<file path="config.mk">
export PLATFORM = sky130hd
export DESIGN_NAME = rs_encoder
export DESIGN_NICKNAME = d
export VERILOG_FILES = /design/src/rtl/rs_encoder_pkg.sv /design/src/rtl/rs_encoder_gf_const_mult.sv /design/src/rtl/rs_encoder.sv
export SDC_FILE = /design/constraint.sdc
export NUM_CORES = 1
export LEC_CHECK = 0
export BUFFER_PORTS_ARGS = -buffer_cell sky130_fd_sc_hd__buf_2
export CAP_MARGIN = 0
export CORE_ASPECT_RATIO = 0.7
export CORE_MARGIN = 4
export CORE_UTILIZATION = 50
export CTS_BUF_LIST = sky130_fd_sc_hd__clkbuf_8
export DETAILED_ROUTE_END_ITERATION = 6
export GPL_TIMING_DRIVEN = 0
export PLACE_DENSITY = 0.73
export SETUP_SLACK_MARGIN = 0.05
export SYNTH_ARGS = -nofsm -noshare
export SYNTH_HDL_FRONTEND = slang
export SYNTH_SLANG_ARGS = --single-unit
</file>
<file path="constraint.sdc">
create_clock -name clk -period 7.6 [get_ports clk]
set_clock_uncertainty 0.1 [all_clocks]
set_input_delay 1.14 -clock clk [delete_from_list [all_inputs] [get_ports clk]]
set_output_delay 1.14 -clock clk [all_outputs]
set_load 0.02 [all_outputs]
</file>
<file path="src/rtl/rs_encoder_pkg.sv">
// Shared definitions for the Reed-Solomon encoder over GF(2^8).
//   PRIM_POLY / LAMBDA : field polynomial and primitive element
//   gf_mul             : GF(2^8) multiply, reduced by a field polynomial
//   gf_pow             : LAMBDA raised to an integer power
//   gen_coef           : coefficient g_i of the monic generator polynomial
//   state_t            : encoder state {DATA, PARITY}
package rs_pkg;

  localparam logic [8:0] PRIM_POLY = 9'h11D;
  localparam logic [7:0] LAMBDA    = 8'h02;

  typedef enum logic {DATA = 1'b0, PARITY = 1'b1} state_t;

  function automatic logic [7:0] gf_mul(input logic [7:0] a, input logic [7:0] b,
                                        input logic [8:0] poly = PRIM_POLY);
    logic [7:0] p;
    logic [7:0] x;
    p = '0;
    x = a;
    for (int k = 0; k < 8; k++) begin
      if (b[k]) p = p ^ x;
      x = x[7] ? ({x[6:0], 1'b0} ^ poly[7:0]) : {x[6:0], 1'b0};
    end
    return p;
  endfunction

  function automatic logic [7:0] gf_pow(input int e, input logic [8:0] poly = PRIM_POLY);
    logic [7:0] r;
    r = 8'h01;
    for (int k = 0; k < e; k++) r = gf_mul(r, LAMBDA, poly);
    return r;
  endfunction

  // g(x) = prod_{k=0}^{2*t_max-1} (x + LAMBDA^(fcr+k)); evaluated at elaboration.
  // Degree is at most 16, so a 17-entry coefficient vector is enough.
  function automatic logic [7:0] gen_coef(input int t_max, input int fcr, input int i,
                                          input logic [8:0] poly = PRIM_POLY);
    logic [16:0][7:0] g;
    logic [7:0]       root;
    g    = '0;
    g[0] = 8'h01;
    for (int k = 0; k < 2 * t_max; k++) begin
      root = gf_pow(fcr + k, poly);
      for (int j = 16; j > 0; j--) g[j] = g[j-1] ^ gf_mul(g[j], root, poly);
      g[0] = gf_mul(g[0], root, poly);
    end
    return g[i];
  endfunction

endpackage

</file>
<file path="src/rtl/rs_encoder_gf_const_mult.sv">
// Combinational multiply of a GF(2^8) symbol by an elaboration-time constant.
//   a : input symbol
//   y : a * C, reduced by POLY
module gf_const_mult import rs_pkg::*; #(
  parameter logic [7:0] C    = 8'h01,
  parameter logic [8:0] POLY = 9'h11D
) (
  input  logic [7:0] a,
  output logic [7:0] y
);

  // With C constant the function's loop collapses to an XOR network.
  assign y = gf_mul(a, C, POLY);

endmodule

</file>
<file path="src/rtl/rs_encoder.sv">
// Systematic RS encoder over GF(2^8). Information symbols pass through, then
// 2*t_sel parity symbols from the RS(255,255-2*T_MAX) mother code follow,
// taken from the top of the parity register (puncturing the rest).
//   clk, reset                  : clock, synchronous active-high reset
//   in_data/valid/last/ready    : information symbol stream
//   t_sel                       : parity pairs, sampled on a block's first symbol
//   out_data/valid/last/parity  : registered codeword stream, out_ready backpressure
//   len_err                     : one-cycle pulse when a block is too long
module rs_encoder import rs_pkg::*; #(
  parameter int         W         = 8,
  parameter int         T_MAX     = 8,
  parameter logic [8:0] PRIM_POLY = 9'h11D,
  parameter int         FCR       = 0
) (
  input  logic         clk,
  input  logic         reset,
  input  logic [W-1:0] in_data,
  input  logic         in_valid,
  input  logic         in_last,
  output logic         in_ready,
  input  logic [3:0]   t_sel,
  output logic [W-1:0] out_data,
  output logic         out_valid,
  output logic         out_last,
  output logic         out_parity,
  input  logic         out_ready,
  output logic         len_err
);

  localparam int         NP      = 2 * T_MAX;
  localparam logic [7:0] LEN_LIM = 8'(255 - NP);

  logic [NP-1:0][W-1:0] b;
  logic [NP-1:0][W-1:0] prod;
  state_t               state;
  logic [3:0]           t_lat;
  logic [4:0]           par_cnt;
  logic [7:0]           blk_cnt;

  logic                 slot_free;
  logic                 accept;
  logic [W-1:0]         fb;
  logic [3:0]           t_clamp;
  logic [3:0]           t_cur;

  assign slot_free = !out_valid || out_ready;
  assign in_ready  = (state == DATA) && slot_free;
  assign accept    = in_valid && in_ready;
  assign fb        = in_data ^ b[NP-1];
  assign t_clamp   = (t_sel > 4'(T_MAX)) ? 4'(T_MAX) : t_sel;
  // A one-symbol block must use this cycle's t_sel, not the stale latch.
  assign t_cur     = (blk_cnt == 8'd0) ? t_clamp : t_lat;

  for (genvar i = 0; i < NP; i++) begin : g_mul
    gf_const_mult #(
      .C    (gen_coef(T_MAX, FCR, i, PRIM_POLY)),
      .POLY (PRIM_POLY)
    ) u_mul (
      .a (fb),
      .y (prod[i])
    );
  end

  always_ff @(posedge clk) begin
    if (reset) begin
      b          <= '0;
      state      <= DATA;
      t_lat      <= '0;
      par_cnt    <= '0;
      blk_cnt    <= '0;
      out_data   <= '0;
      out_valid  <= 1'b0;
      out_last   <= 1'b0;
      out_parity <= 1'b0;
      len_err    <= 1'b0;
    end else begin
      len_err <= 1'b0;
      // Drain; any load below overrides.
      if (slot_free) begin
        out_valid  <= 1'b0;
        out_last   <= 1'b0;
        out_parity <= 1'b0;
      end
      case (state)
        DATA: if (accept) begin
          out_data   <= in_data;
          out_valid  <= 1'b1;
          out_parity <= 1'b0;
          out_last   <= 1'b0;
          b[0]       <= prod[0];
          for (int i = 1; i < NP; i++) b[i] <= b[i-1] ^ prod[i];
          if (blk_cnt == 8'd0) t_lat <= t_clamp;
          if (blk_cnt != 8'hFF) blk_cnt <= blk_cnt + 8'd1;
          len_err <= (blk_cnt == LEN_LIM);
          if (in_last) begin
            if (t_cur == 4'd0) begin
              // No parity: close the block here and drop the remainder so
              // the next block starts from a clean register.
              out_last <= 1'b1;
              blk_cnt  <= '0;
              b        <= '0;
            end else begin
              state   <= PARITY;
              par_cnt <= {t_cur, 1'b0};
            end
          end
        end
        PARITY: if (slot_free) begin
          out_data   <= b[NP-1];
          out_valid  <= 1'b1;
          out_parity <= 1'b1;
          out_last   <= 1'b0;
          b          <= {b[NP-2:0], W'(0)};
          par_cnt    <= par_cnt - 5'd1;
          if (par_cnt == 5'd1) begin
            out_last <= 1'b1;
            b        <= '0;
            blk_cnt  <= '0;
            state    <= DATA;
          end
        end
        default: state <= DATA;
      endcase
    end
  end

endmodule

</file>
Word-level counts from Yosys, hierarchy flattened
Cells that the tools add are included.
{ "op_classes": {"n_addsub": 2, "bitwise_logic": 56, "eq_ne": 8, "n_reduce_logical": 11, "mux": 51, "shifts": 0, "multipliers": 0, "div": 0, "magnitude_cmp": 1} }
{ "ops": {"columns": ["cell", "n"], "rows": [
  ["$mux 128", 5],
  ["$xor 8x8->8", 47],
  ["$pmux 128 s2", 1],
  ["$mux 8", 8],
  ["$mux 5", 11],
  ["$pmux 8 s2", 2],
  ["$not 4->4", 7],
  ["$mux 1", 17],
  ["$pmux 5 s2", 1],
  ["$add 8x1->8 const B", 1],
  ["$eq 8x8->1 const B", 1],
  ["$logic_not 8->1", 1],
  ["$mux 4", 2],
  ["$ne 8x8->1 const B", 1],
  ["$pmux 1 s2", 4],
  ["$ne 2x2->1 const B", 3],
  ["$eq 5x1->1 const B", 1],
  ["$sub 5x1->5 const B", 1],
  ["$gt 4x4->1 const B", 1],
  ["$logic_not 4->1", 1],
  ["$ne 2x1->1 const B", 2],
  ["$reduce_and 2->1", 2],
  ["$reduce_and 4->1", 1],
  ["$reduce_and 3->1", 1],
  ["other kinds (5)", 7]
]} }
{ "word_totals": {"in_bits": 17, "ramBits": 0, "elab_cells": 154, "ff_bits": 158, "out_inout_bits": 13, "rom_bits": 0, "mem_count": 0, "latchBits": 0} }

Longest topological paths before layout
Gate-level depths: netlist (run 1).
{ "logic_depth": {"ltp_word": 21, "mapped_depth": 10, "ltp_nobuf": 8} }

By module
A second synthesis (run 1) with hierarchy kept.
{ "unflattened": {"cells_unflattened": 1010, "hier_area_um2": 10347.4} }
{ "by_module_without_submodules": {"columns": ["module", "cells_per_inst", "area_each_um2", "instances", "seq_area_each_um2"], "rows": [
  ["rs_encoder", 777, 7405.9, 1, 3163.0],
  ["gf_const_mult (g_mul[0].u_mul ...)", 13, 188.9, 2, 0.0],
  ["gf_const_mult (g_mul[4].u_mul)", 17, 269.0, 1, 0.0],
  ["gf_const_mult (g_mul[10].u_mul)", 17, 261.5, 1, 0.0],
  ["gf_const_mult (g_mul[9].u_mul)", 16, 226.5, 1, 0.0],
  ["gf_const_mult (g_mul[12].u_mul)", 16, 221.5, 1, 0.0],
  ["gf_const_mult (g_mul[7].u_mul)", 13, 209.0, 1, 0.0],
  ["gf_const_mult (g_mul[3].u_mul)", 15, 202.7, 1, 0.0],
  ["gf_const_mult (g_mul[1].u_mul)", 14, 193.9, 1, 0.0],
  ["gf_const_mult (g_mul[13].u_mul)", 18, 186.4, 1, 0.0],
  ["gf_const_mult (g_mul[14].u_mul)", 16, 176.4, 1, 0.0],
  ["gf_const_mult (g_mul[11].u_mul)", 14, 138.9, 1, 0.0],
  ["gf_const_mult (g_mul[5].u_mul)", 15, 138.9, 1, 0.0],
  ["gf_const_mult (g_mul[2].u_mul)", 12, 132.6, 1, 0.0],
  ["2 more rows", null, null, null, null]
]} }

Worst setup path before layout (run 1)
No wires, ideal clock.
{ "synth_path": {"path_kind": "input port to flip-flop", "start": "in in_data[7]", "end": "reg b[125] (netlist name)", "required_time_ns": 7.372, "arrival_time_ns": 3.080, "setup_time_ns": 0.128, "path_stages": 7, "n_path_buf": 1, "slack_ns": 4.292, "path_cell_list": "xnor2_2 > buf_2 > xnor3_4 > xnor2_2 > xor3_1 > a222oi_1 > nor2_1"} }
{ "synth_between": {"elab_chain_cells": 13, "elab_cells_between_ends": 14, "cone_classes": "7 x mux; 7 x bitwise"} }
{ "synth_rtl": {"columns": ["element", "line", "source"], "rows": [
  ["start, declared", "rs_encoder.sv:17", "input logic [W-1:0] in_data,"],
  ["$xor 8x8->8 (*)", "rs_encoder.sv:49", "assign fb = in_data ^ b[NP-1];"],
  ["$mux 5 (*)", "rs_encoder_pkg.sv:22", "x = x[7] ? ({x[6:0], 1'b0} ^ poly[7:0]) : {x[6:0], 1'b0};"],
  ["$not 4->4 (no line)", null, null],
  ["$mux 5 (*)", "rs_encoder_pkg.sv:22", null],
  ["$not 4->4 (no line)", null, null],
  ["$mux 5", "rs_encoder_pkg.sv:22", null],
  ["$xor 8x8->8 (*) (2 in series)", "rs_encoder_pkg.sv:21", "if (b[k]) p = p ^ x;"],
  ["$xor 8x8->8 (*)", "rs_encoder.sv:91", "for (int i = 1; i < NP; i++) b[i] <= b[i-1] ^ prod[i];"],
  ["$mux 128", "rs_encoder.sv:96", "if (t_cur == 4'd0) begin"],
  ["$mux 128 (*)", "rs_encoder.sv:95", "if (in_last) begin"],
  ["$mux 128 (*)", "rs_encoder.sv:85", "DATA: if (accept) begin"],
  ["$pmux 128 s2 (*)", "rs_encoder.sv:84", "case (state)"],
  ["end signal, assigned", "rs_encoder.sv:113", "b <= {b[NP-2:0], W'(0)};"],
  ["end, declared", "rs_encoder.sv:33", "logic [NP-1:0][W-1:0] b;"]
]} }
Mark *: on every way between the ends. The rest lies on a longest branch, timed or not. The select of a mux whose other input is x is not followed.
A chain may end at the register's enable or synchronous reset.

Worst setup path after layout (run 1)
{ "layout_path": {"start": "in in_data[5]", "end": "reg b[125] (netlist name)"} }
{ "layout_between": {"elab_chain_cells": 10, "elab_cells_between_ends": 13, "cone_classes": "6 x mux; 7 x bitwise"} }
{ "layout_rtl": {"columns": ["element", "line"], "rows": [
  ["$xor 8x8->8 (*)", "rs_encoder.sv:49"],
  ["$xor 8x8->8 or $mux 5 (tied branches)", "rs_encoder_pkg.sv:21, rs_encoder_pkg.sv:22"],
  ["$xor 8x8->8 or $not 4->4 (tied branches)", null],
  ["$xor 8x8->8 or $mux 5 (tied branches)", "rs_encoder_pkg.sv:21, rs_encoder_pkg.sv:22"],
  ["$xor 8x8->8 (*)", "rs_encoder_pkg.sv:21"],
  ["$xor 8x8->8 (*)", "rs_encoder.sv:91"],
  ["$mux 128", "rs_encoder.sv:96"],
  ["$mux 128 (*)", "rs_encoder.sv:95"],
  ["$mux 128 (*)", "rs_encoder.sv:85"],
  ["$pmux 128 s2 (*)", "rs_encoder.sv:84"]
]} }
Marked as above.

==> impl_results.md, run 1 <==
* HP Class: register to register
* Initial core utilization at 0.5158
* Initial DRC count at 1820
* Wirelength per Cell at 25.16 um
* Core area at 17320 sq um
* Status: complete, but fails checks
* Post-synth ARST share at 0
* Worst-path clk slew at 0.10 ns
* Number of synthesized flops with an enable pin at 0
* # clock sinks at 158
* Full die area at 20100 sq um
* Initial antenna violation count at 0
* Reg2Reg Setup Slack at around 3.7 ns
* Setup TNS at 0 ns
* Clock Path Buffers at 2
* Largest net degree at the start of global routing at 17
* Aggregate routed wire length at 32050 um
* Worst Setup SP: in_data[5]
* Final HPWL DP at 22270 um
* Post-layout minimum cycle time at around 4 ns
* I/O pin total at 30
* Worst Path Max Fanout at 7
* Root buffer cell: clkbuf_8
* Critical Path RT at 7.85 ns
* Total number of vias at between 8000 and 9000
* Final net count at 1051
* Vias in the first global route at 7669
* Cts hold-fix bufs at 0
* First-pass GRT wire length at 48260 um
* Number of synthesized register bits at 158
* All-Layer GR Usage at 0.3152
* Mapped Avg Cell Area at approximately 9.1 sq um
* Crit end category: register
* Fill count at about 1600
* PortBufs at 28
* Worst reg2reg path depth at 10
* Peak VDD IR at roughly 300 uV
* Setup crit start kind: primary input
* Routability Congestion at 0.9933
* Max-cap violations at 0
* Failing checks: design-rule violations
* Max Clock Freq at 250.9 MHz
* Most frequent cells in the layout: 158 x dfxtp_1, 134 x xnor2_1, 122 x nor2_1, 59 x clkbuf_1, 53 x o21ai_0
* Row cnt at 40
* Synth Instances at slightly below 1000
* Final Max Tran Viols at 0
* CP Class: primary input to register
* Fin util at 0.5640
* Relative slew slack at 0.1055
* Setup Viol. Count Final at 0
* Crit Reg-Reg Startpoint: blk_cnt[0]
* Die width at approximately 170 um
* Layout cell share with drive strength beyond 1 at 0.09012
* CP max-delay cell: xor2_1
* Tightest Pin Transition at 1.337 ns
* CTS tree: built
* # DRC at 4
* Critical Path Sink: b[125]
* CTS HTree Levels at 4
* DRT antenna net count at 0
* Num CTS Buffers at 17
* Most common cell after layout, fill and taps aside: dfxtp_1
* Syn-to-layout area delta at 9.343%
* Final period util at 0.5244
* Vias/cell at 6.675
* Final Total Pwr at 5.977 mW
* Crit path largest cell delay at 1.04 ns
* Top_reg_cell synth: dfxtp_1
* DR pass1 iterations at 7
* Power Dens Cells at 612.0 nW/um^2
* RSZ-0062 raised after global routing: no
* Netlist cell types at 51
* N_diodes at 0
* Post-synthesis sequential area ratio at 0.3541
* Post-CTS sizing at 0
* Synthesized cell area at 8932 sq um
* Final Hold Viols at 0
* Cell-by-cell trace of the critical path: buf_2, xor2_1, xnor3_4, xnor2_2, xor3_1, a222oi_1, nor2_1
* Mapped Nets at 1004
* Clock Latency Late Sink at 0.49 ns
* Static Leak at roughly 3.6 nW
* Gr ovfl total at 0
* Die H at 119.8 um
* RR Endpoint: b[48]
* Crit path DAT at 4.24 ns
* Synth warnings at 0
* Setup bufs post-CTS at 0
[power breakdown]
group / switching [mW] / total [mW] / internal (mW)
Clock: 0.369 / 0.675 / 0.306
Sequential: 0.262 / 1.36 / 1.09
Combinational: 2.22 / 3.95 / 1.72
Total: 2.85 / 5.98 / 3.12
[sequential cells by signal, summed over array words and instances, names as in the netlist, named ones only]
signal and flops:
out_parity 1, blk_cnt 8, state 1, t_lat 4, out_data 8, b 128, len_err 1, par_cnt 5
out_valid 1
[cells by family (layout without fill, tap and decap cells)]
family | after synthesis | count (layout) | synth area share
adders and majority gates | 4 | 4 | 0.005603
buffers and inverters | 77 | 137 | 0.03376
xor gates and xnor gates | 202 | 202 | 0.2447
DFF | 158 | 158 | 0.3541
AOI/OAI and AO/OA | 267 | 267 | 0.2082
and+or+nand+nor | 253 | 253 | 0.1289
muxes | 22 | 22 | 0.02479
[layout make-up]
type                            instances  area [sq um]  share of cell area
Multi-Input combinational cell        748          5468              0.5598
Inverter                                6         22.52            0.002306
Clock inverter                         14         157.7             0.01614
Buffer                                 71         279.0             0.02857
Tap cell                              231         289.0             0.02959
Timing Repair Buffer                   28         140.1             0.01435
Sequential cell                       158          3163              0.3239
Clock buffer                           18         247.7             0.02537
[cell usage after synthesis, drive strengths merged (25+ instances only)]
cell type,instances,area [sq um]
xor2,34,305.3
a22oi,25,187.7
a222oi,32,320.3
nor2,122,457.9
a21oi,51,255.2
dfxtp,158,3163
nor3,43,215.2
a221oi,44,385.4
nand2,35,131.4
clkbuf,59,221.5
xnor2,152,1511
o21ai,55,275.3
[layer usage]
layer  GRT usage  vias to the layer above  share of wire
met3      0.1248                       80           0.16
met5           0                        -              0
li1            -                     3676              -
met1      0.4659                     4041           0.42
met4     0.08768                        0          0.027
met2      0.4203                      707           0.39
[worst max-delay path: cells and delay by family]
family                    cells  cell delay (ns)
and+or+nand+nor               1             0.07
buffers and inverters         1             0.15
AOI/OAI and AO/OA             1             0.30
xor gates and xnor gates      4             2.57
[through the flow]
stage          cell area [sq um]  setup slack [ns]  hold slack, ns  instances
2_1_floorplan               8932             4.292          0.3371        983
3_3_place_gp                9361             3.263          0.3530       1242
3_5_place_dp                9361             3.263          0.3564       1242
4_1_cts                     9767             3.737          0.3693       1274
5_1_grt                     9767             3.666          0.3897       1274
6_report                    9767             3.615          0.3693       1274
[worst min-delay path by stage]
stage / slack [ns] / startpoint / to / cells after the start
after global routing: 0.39 / out_parity / out_parity / 2
after global placement: 0.35 / out_parity / out_parity / 2
after detailed placement: 0.36 / out_parity / out_parity / 2
final: 0.37 / out_parity / out_parity / 2
after floorplan: 0.34 / b[97] / b[97] / 2
after CTS: 0.37 / out_parity / out_parity / 2
(Power assumes the default switching activity.)
==> inputs of run 2 (changes only) <==
--- a/config.mk
+++ b/config.mk
@@ -5,6 +5,7 @@
 export SDC_FILE = /design/constraint.sdc
 export NUM_CORES = 1
 export LEC_CHECK = 0
+export ABC_AREA = 1
 export BUFFER_PORTS_ARGS = -buffer_cell sky130_fd_sc_hd__buf_2
 export CAP_MARGIN = 0
 export CORE_ASPECT_RATIO = 0.7
==> constraint.sdc (replaced) <==
create_clock -name clk -period 3.92 [get_ports clk]
set_clock_uncertainty 0.1 [all_clocks]
set_input_delay 0.588 -clock clk [delete_from_list [all_inputs] [get_ports clk]]
set_output_delay 0.588 -clock clk [all_outputs]
set_load 0.02 [all_outputs]
==> impl_results.md, run 2 <==
* Multi-input gate area at 6583 sq um (+20%)
* DRT antenna net count at 0 (unchanged)
* Max-cap violations at 0 (unchanged)
* Setup Viol. Count Final at 0 (unchanged)
* Hold Crit Depth at 3 (+1)
* Root buffer cell: clkbuf_8
* Cell-by-cell trace of the critical path: inv_1, nand2_1, nand2_2, xnor2_1, xor2_1, xor2_1, nand2_1, a21oi_1
* Setup bufs post-CTS at 0 (unchanged)
* Synth area leaders: dfxtp_1 30%, xor2_1 11%, nand2_1 10%
* Synth Instances at 1427 (+45%)
* # clock sinks at 158 (unchanged)
* Vias in the first global route at 9399 (+23%)
* HP Class: primary input to register
* Setup TNS at 0 ns (unchanged)
* Clock Latency Late Sink at 0.50 ns (about the same)
* Post-synth ARST share at 0 (unchanged)
* Layout cell share with drive strength beyond 1 at 0.1392 (+0.04908)
* Status: finished, final reports clean
* CTS tree: built
* Final Max Tran Viols at 0 (unchanged)
* Worst-path clk slew at 0.09 ns (about the same)
* Number of synthesized flops with an enable pin at 0 (unchanged)
* Most common cell after layout, fill and taps aside: nand2_1
* Cts hold-fix bufs at 0 (unchanged)
* Max reg flops at 128 (unchanged)
* Crit path DAT at 3.12 ns (-1.12 ns)
* Cell with the most instances after synthesis: nand2_1
* Number of synthesized register bits at 158 (unchanged)
* Final net count at 1495 (+42%)
* Top_reg_cell synth: dfxtp_1
* I/O pin total at 30 (unchanged)
* Max Clock Freq at 356.6 MHz
* # DRC at 0 (-4)
* Relative slew slack at 0.2356 (+0.1301)
* Synth warnings at 0 (unchanged)
* Crit end category: register
* Critical Path RT at 4.24 ns (-3.61 ns)
* CTS HTree Levels at 4 (unchanged)
* Mapped Avg Cell Area at 7.342 sq um (-19%)
* Yosys top cell area share at 0.3019 (-0.05222)
* Syn-to-layout area delta at 8.335%
* Gr ovfl total at 0 (unchanged)
* N_diodes at 0 (unchanged)
* Post-synth top cells: 292 x nand2_1, 158 x dfxtp_1, 149 x o21ai_0
* RR Endpoint: b[90]
* Largest family of logic cells by synthesized area: compound AO/OA/AOI/OAI gates
* Register area at 3163 sq um (unchanged)
* Reg2Reg Setup Slack at 1.12 ns (-2.54 ns)
* All-Layer GR Usage at 0.3071 (-0.008073)
* Synthesized cell area at 10480 sq um (+17%)
* PortBufs at 28 (unchanged)
* CP max-delay cell: xnor2_1
* Synth Area in Simple Gates at 0.2193 (+0.09038)
* Largest regs: b x128, blk_cnt x8, out_data x8
* Power Dens Cells at 846.9 nW/um^2 (+38%)
* DR pass1 iterations at 6 (-1)
* Initial antenna violation count at 0 (unchanged)
* Netlist cell types at 48 (-5.9%)
* Initial core utilization at 0.5193 (+0.003494)
* Die width at 181.0 um (+7.9%)
* Mux cell area share after synthesis at 0 (-0.02479)
* CP Class: register to register
* Fill count at 1931 (+22%)
* Final HPWL DP at 26580 um (+19%)
* Worst reg2reg path depth at 8 (-2)
* Row cnt at 43 (+7.5%)
* Largest net degree at the start of global routing at 17 (unchanged)
* Largest area contributor in the netlist: dfxtp_1
* Final Total Pwr at 9.613 mW (+61%)
* Worst Path Max Fanout at 5 (-2)
* Clock Path Buffers at 2 (unchanged)
* Adder-cell share of the synthesized area at 0.004777 (-0.0008263)
* First-pass GRT wire length at 55300 um (+15%)
* HP Start: out_ready
* Core area at 20180 sq um (+17%)
* Synth Area in XOR/XNOR at 0.1775 (-0.06726)
* Most frequent cells in the layout: 292 x nand2_1, 158 x dfxtp_1, 149 x o21ai_0, 145 x a21oi_1, 134 x xor2_1
* Vias/cell at 6.089 (-8.8%)
* Wirelength per Cell at 20.94 um (-17%)
* Setup crit start kind: register
* Post-synthesis sequential area ratio at 0.3019 (-0.05222)
* Hold EP: out_parity
* Final period util at 0.7154
* Peak VDD IR at 403.5 uV (+38%)
* Mapped Nets at 1448 (+44%)
* Final Hold Viols at 0 (unchanged)
* Initial DRC count at 1616 (-11%)
* Full die area at 23370 sq um (+16%)
* Tightest Pin Transition at 1.138 ns (-0.1989 ns)
* Post-CTS sizing at 0 (unchanged)
* Die H at 129.1 um (+7.8%)
* Routability Congestion at 0.9649 (-2.9%)
* Total number of vias at 10700 (+26%)
* Num CTS Buffers at 17 (unchanged)
* Crit Reg-Reg Startpoint: b[120]
* Reg with most FFs: b
* RSZ-0062 raised after global routing: no
* Crit path largest cell delay at 0.96 ns (-0.08 ns)
* Post-layout minimum cycle time at 2.804 ns
* Aggregate routed wire length at 36800 um (+15%)
* Post-synthesis compound-gate area fraction at 0.2268 (+0.01862)
* Static Leak at 4.972 nW (+37%)
-- run 2: area by class of cell --
class	count	share of cell area
Inverter	77	0.02612
Sequential cell	158	0.2787
Clock inverter	12	0.01058
Multi-Input combinational cell	1099	0.5799
Tap cell	270	0.02976
Timing Repair Buffer	28	0.01235
Clock buffer	20	0.02425
Buffer	93	0.03836
-- run 2: worst max-delay path by stage --
stage | slack (ns) | to | from | cells after the start
3_3_place_gp | 0.96 | b[90] | in_data[0] | 9
4_1_cts | 1.25 | b[122] | state | 9
5_1_grt | 0.93 | b[120] | state | 9
6_report | 1.12 | b[90] | b[120] | 8
2_1_floorplan | 1.61 | b[60] | out_ready | 10
3_5_place_dp | 0.93 | b[34] | in_data[0] | 11
-- run 2: metrics by stage --
stage | hold slack [ns] | cell area, sq um | worst slack (ns) | utilization | std cells
detailed placement | 0.3552 | 10960 | 0.9336 | 0.5430 | 1725
CTS | 0.2674 | 11350 | 1.253 | 0.5626 | 1757
finish | 0.2783 | 11350 | 1.116 | 0.5626 | 1757
global route | 0.2848 | 11350 | 0.9271 | 0.5626 | 1757
global placement | 0.3559 | 10960 | 0.9615 | 0.5430 | 1725
floorplan | 0.3561 | 10480 | 1.606 | - | 1427
-- run 2: layer usage --
layer | wire length (um) | global-route usage
met1 | 16200 | 0.4602
met2 | 14430 | 0.4193
met3 | 5287 | 0.09905
met4 | 880 | 0.08734
met5 | 0 | 0
-- run 2: logic make-up (layout without fill, tap and decap cells) --
group / Yosys count / count (layout)
buf+inv: 170 / 230
compound gates: 436 / 436
flops: 158 / 158
xor+xnor: 185 / 185
simple gates: 474 / 474
fa+ha+maj: 4 / 4
-- run 2: report_power, final --
part | switching (mW) | internal (mW)
clock | 0.680 | 0.609
combinational | 3.79 | 2.04
sequential | 0.460 | 2.03
total | 4.93 | 4.68
-- run 2: critical path, delay by kind of cell, from the launching register on --
family,cells,cell delay [ns]
XOR/XNOR,3,1.69
AND/OR/NAND/NOR,3,0.35
flip-flops,1,0.40
AO/OA/AOI/OAI,1,0.12
buffers and inverters,1,0.08
==> inputs of run 3 (changes only) <==
--- a/config.mk
+++ b/config.mk
@@ -5,7 +5,7 @@
 export SDC_FILE = /design/constraint.sdc
 export NUM_CORES = 1
 export LEC_CHECK = 0
-export ABC_AREA = 1
+export ABC_AREA = 0
 export BUFFER_PORTS_ARGS = -buffer_cell sky130_fd_sc_hd__buf_2
 export CAP_MARGIN = 0
 export CORE_ASPECT_RATIO = 0.7
@@ -14,7 +14,7 @@
 export CTS_BUF_LIST = sky130_fd_sc_hd__clkbuf_8
 export DETAILED_ROUTE_END_ITERATION = 6
 export GPL_TIMING_DRIVEN = 0
-export PLACE_DENSITY = 0.73
+export PLACE_DENSITY = 0.76
 export SETUP_SLACK_MARGIN = 0.05
 export SYNTH_ARGS = -nofsm -noshare
 export SYNTH_HDL_FRONTEND = slang
==> constraint.sdc (replaced) <==
create_clock -name clk -period 2.5 [get_ports clk]
set_clock_uncertainty 0.1 [all_clocks]
set_input_delay 0.375 -clock clk [delete_from_list [all_inputs] [get_ports clk]]
set_output_delay 0.375 -clock clk [all_outputs]
set_load 0.02 [all_outputs]
==> impl_results.md, run 3 (synthesized netlist as in run 1, its figures left out) <==
* Status: complete, but fails checks
* Core area at 17320 sq um (-14%)
* Relative slew slack at 0.2002 (-0.03546)
* Setup TNS at -8.467 ns (-8.467 ns)
* Failing checks: design-rule violations, negative setup slack
* Max reg flops at 128 (unchanged)
* Full die area at 20100 sq um (-14%)
* Num CTS Buffers at 17 (unchanged)
* N_diodes at 0 (unchanged)
* First-pass GRT wire length at 54330 um (-1.8%)
* Layout cell share with drive strength beyond 1 at 0.2921 (+0.1529)
* Final net count at 1144 (-23%)
* Row cnt at 40 (-7.0%)
* CP Class: register to register
* Fin area at 12030 sq um (+6.0%)
* Critical Path RT at 2.76 ns (-1.48 ns)
* Vias in the first global route at 8700 (-7.4%)
* All-Layer GR Usage at 0.3560 (+0.04881)
* CTS HTree Levels at 4 (unchanged)
* Gr ovfl total at 0 (unchanged)
* Root buffer cell: clkbuf_8
* Max-cap violations at 0 (unchanged)
* DRT antenna net count at 0 (unchanged)
* Most frequent cells in the layout: 149 x dfxtp_1, 120 x xnor2_1, 118 x nor2_1, 74 x buf_4, 44 x a21oi_1
* Die width at 167.8 um (-7.3%)
* Cells after DPL at 1242 (-28%)
* Vias/cell at 7.383 (+21%)
* Most common cell after layout, fill and taps aside: dfxtp_1
* Die H at 119.8 um (-7.2%)
* Largest regs: b x128, blk_cnt x8, out_data x8
* Initial core utilization at 0.5158 (-0.003494)
* I/O pin total at 30 (unchanged)
* # clock sinks at 158 (unchanged)
* HP Class: primary input to register
* Setup crit start kind: register
* Worst-path clk slew at 0.10 ns (about the same)
* Dpl cell area at 9383 sq um (-14%)
* Worst Path Max Fanout at 7 (+2)
* PortBufs at 28 (unchanged)
* DR pass1 iterations at 7 (+1)
* Post-route insts no fill at 1364 (-22%)
* Routability Congestion at 1.017 (+5.4%)
* Initial DRC count at 2099 (+30%)
* Crit end category: register
* Syn-to-layout area delta at 34.72%
* Clock Latency Late Sink at 0.50 ns (about the same)
* Post-layout minimum cycle time at 2.803 ns (-0.0009660 ns)
* Clock Path Buffers at 2 (unchanged)
* Final HPWL DP at 22610 um (-15%)
* Tightest Pin Transition at 1.200 ns (+0.06136 ns)
* Total number of vias at 10070 (-5.9%)
* Reg with most FFs: b
* Final Hold Viols at 0 (unchanged)
* Cts hold-fix bufs at 0 (unchanged)
* Wirelength per Cell at 30.46 um (+45%)
* # DRC at 7 (+7)
* CTS tree: built
* Worst Slack Setup Final at -0.3033 ns (-1.419 ns)
* Worst slack, placed at -1.129 ns (-2.063 ns)
* Final Max Tran Viols at 0 (unchanged)
* Largest net degree at the start of global routing at 17 (unchanged)
* Crit path DAT at 3.07 ns (-0.05 ns)
* Max Clock Freq at 356.7 MHz (about the same)
* RSZ-0062 raised after global routing: yes
* Setup Viol. Count Final at 88 (+88)
* Initial antenna violation count at 1 (+1)
* Aggregate routed wire length at 41550 um (+13%)
* Final period util at 1.121 (+0.4059)
run 3: layout make-up:
class	count	area, sq um
well taps	231	289.0
flip-flops and latches	158	3184
clock inverters	12	195.2
multi-input cells	749	6487
fillers	1156	5283
plain buffers	69	554.3
repair buffers	122	1067
clock buffers	17	234.0
inverters	6	22.52
run 3: timing repair:
item,in CTS,in global routing
pin swaps,46,69
setup endpoints to repair,151,141
buffers inserted,37,49
resized for setup,164,125
cloned,4,5
run 3: final timing paths:
check	start	endpoint	slack [ns]	depth (start not counted)
setup / recovery	blk_cnt[2]	b[95]	-0.30	9
hold / removal	t_sel[3]	t_lat[3]	0.10	3
setup reg to reg	blk_cnt[2]	b[95]	-0.30	9
hold reg to reg	b[96]	b[96]	0.39	2
run 3: per-layer routing:
layer / track usage / share of wire / routed length, um
met3: 0.1663 / 0.19 / 7920
met1: 0.4814 / 0.34 / 14300
met5: 0 / 0.00031 / 13
met2: 0.4840 / 0.38 / 15820
met4: 0.1510 / 0.084 / 3493
run 3: critical path: stages, from the launching register on:
cell and delay [ns]:
dfxtp_1 0.39, nor3_1 0.68, and4_4 0.40, nor3_4 0.05
buf_6 0.16, buf_4 0.14, clkbuf_16 0.15, a21o_1 0.18
a221oi_1 0.33, nor2_1 0.08
run 3: metrics by stage:
stage / hold slack (ns) / utilization
finish: 0.1033 / 0.6949
global route: 0.09576 / 0.6949
CTS: 0.09458 / 0.6351
detailed placement: 0.3715 / 0.5418
global placement: 0.3539 / 0.5418
floorplan: 0.3371 / -
Power of run 3 is left out: the tool's default activity adds up to more than one toggle a clock period on the data nets, which glitch-free logic cannot reach.
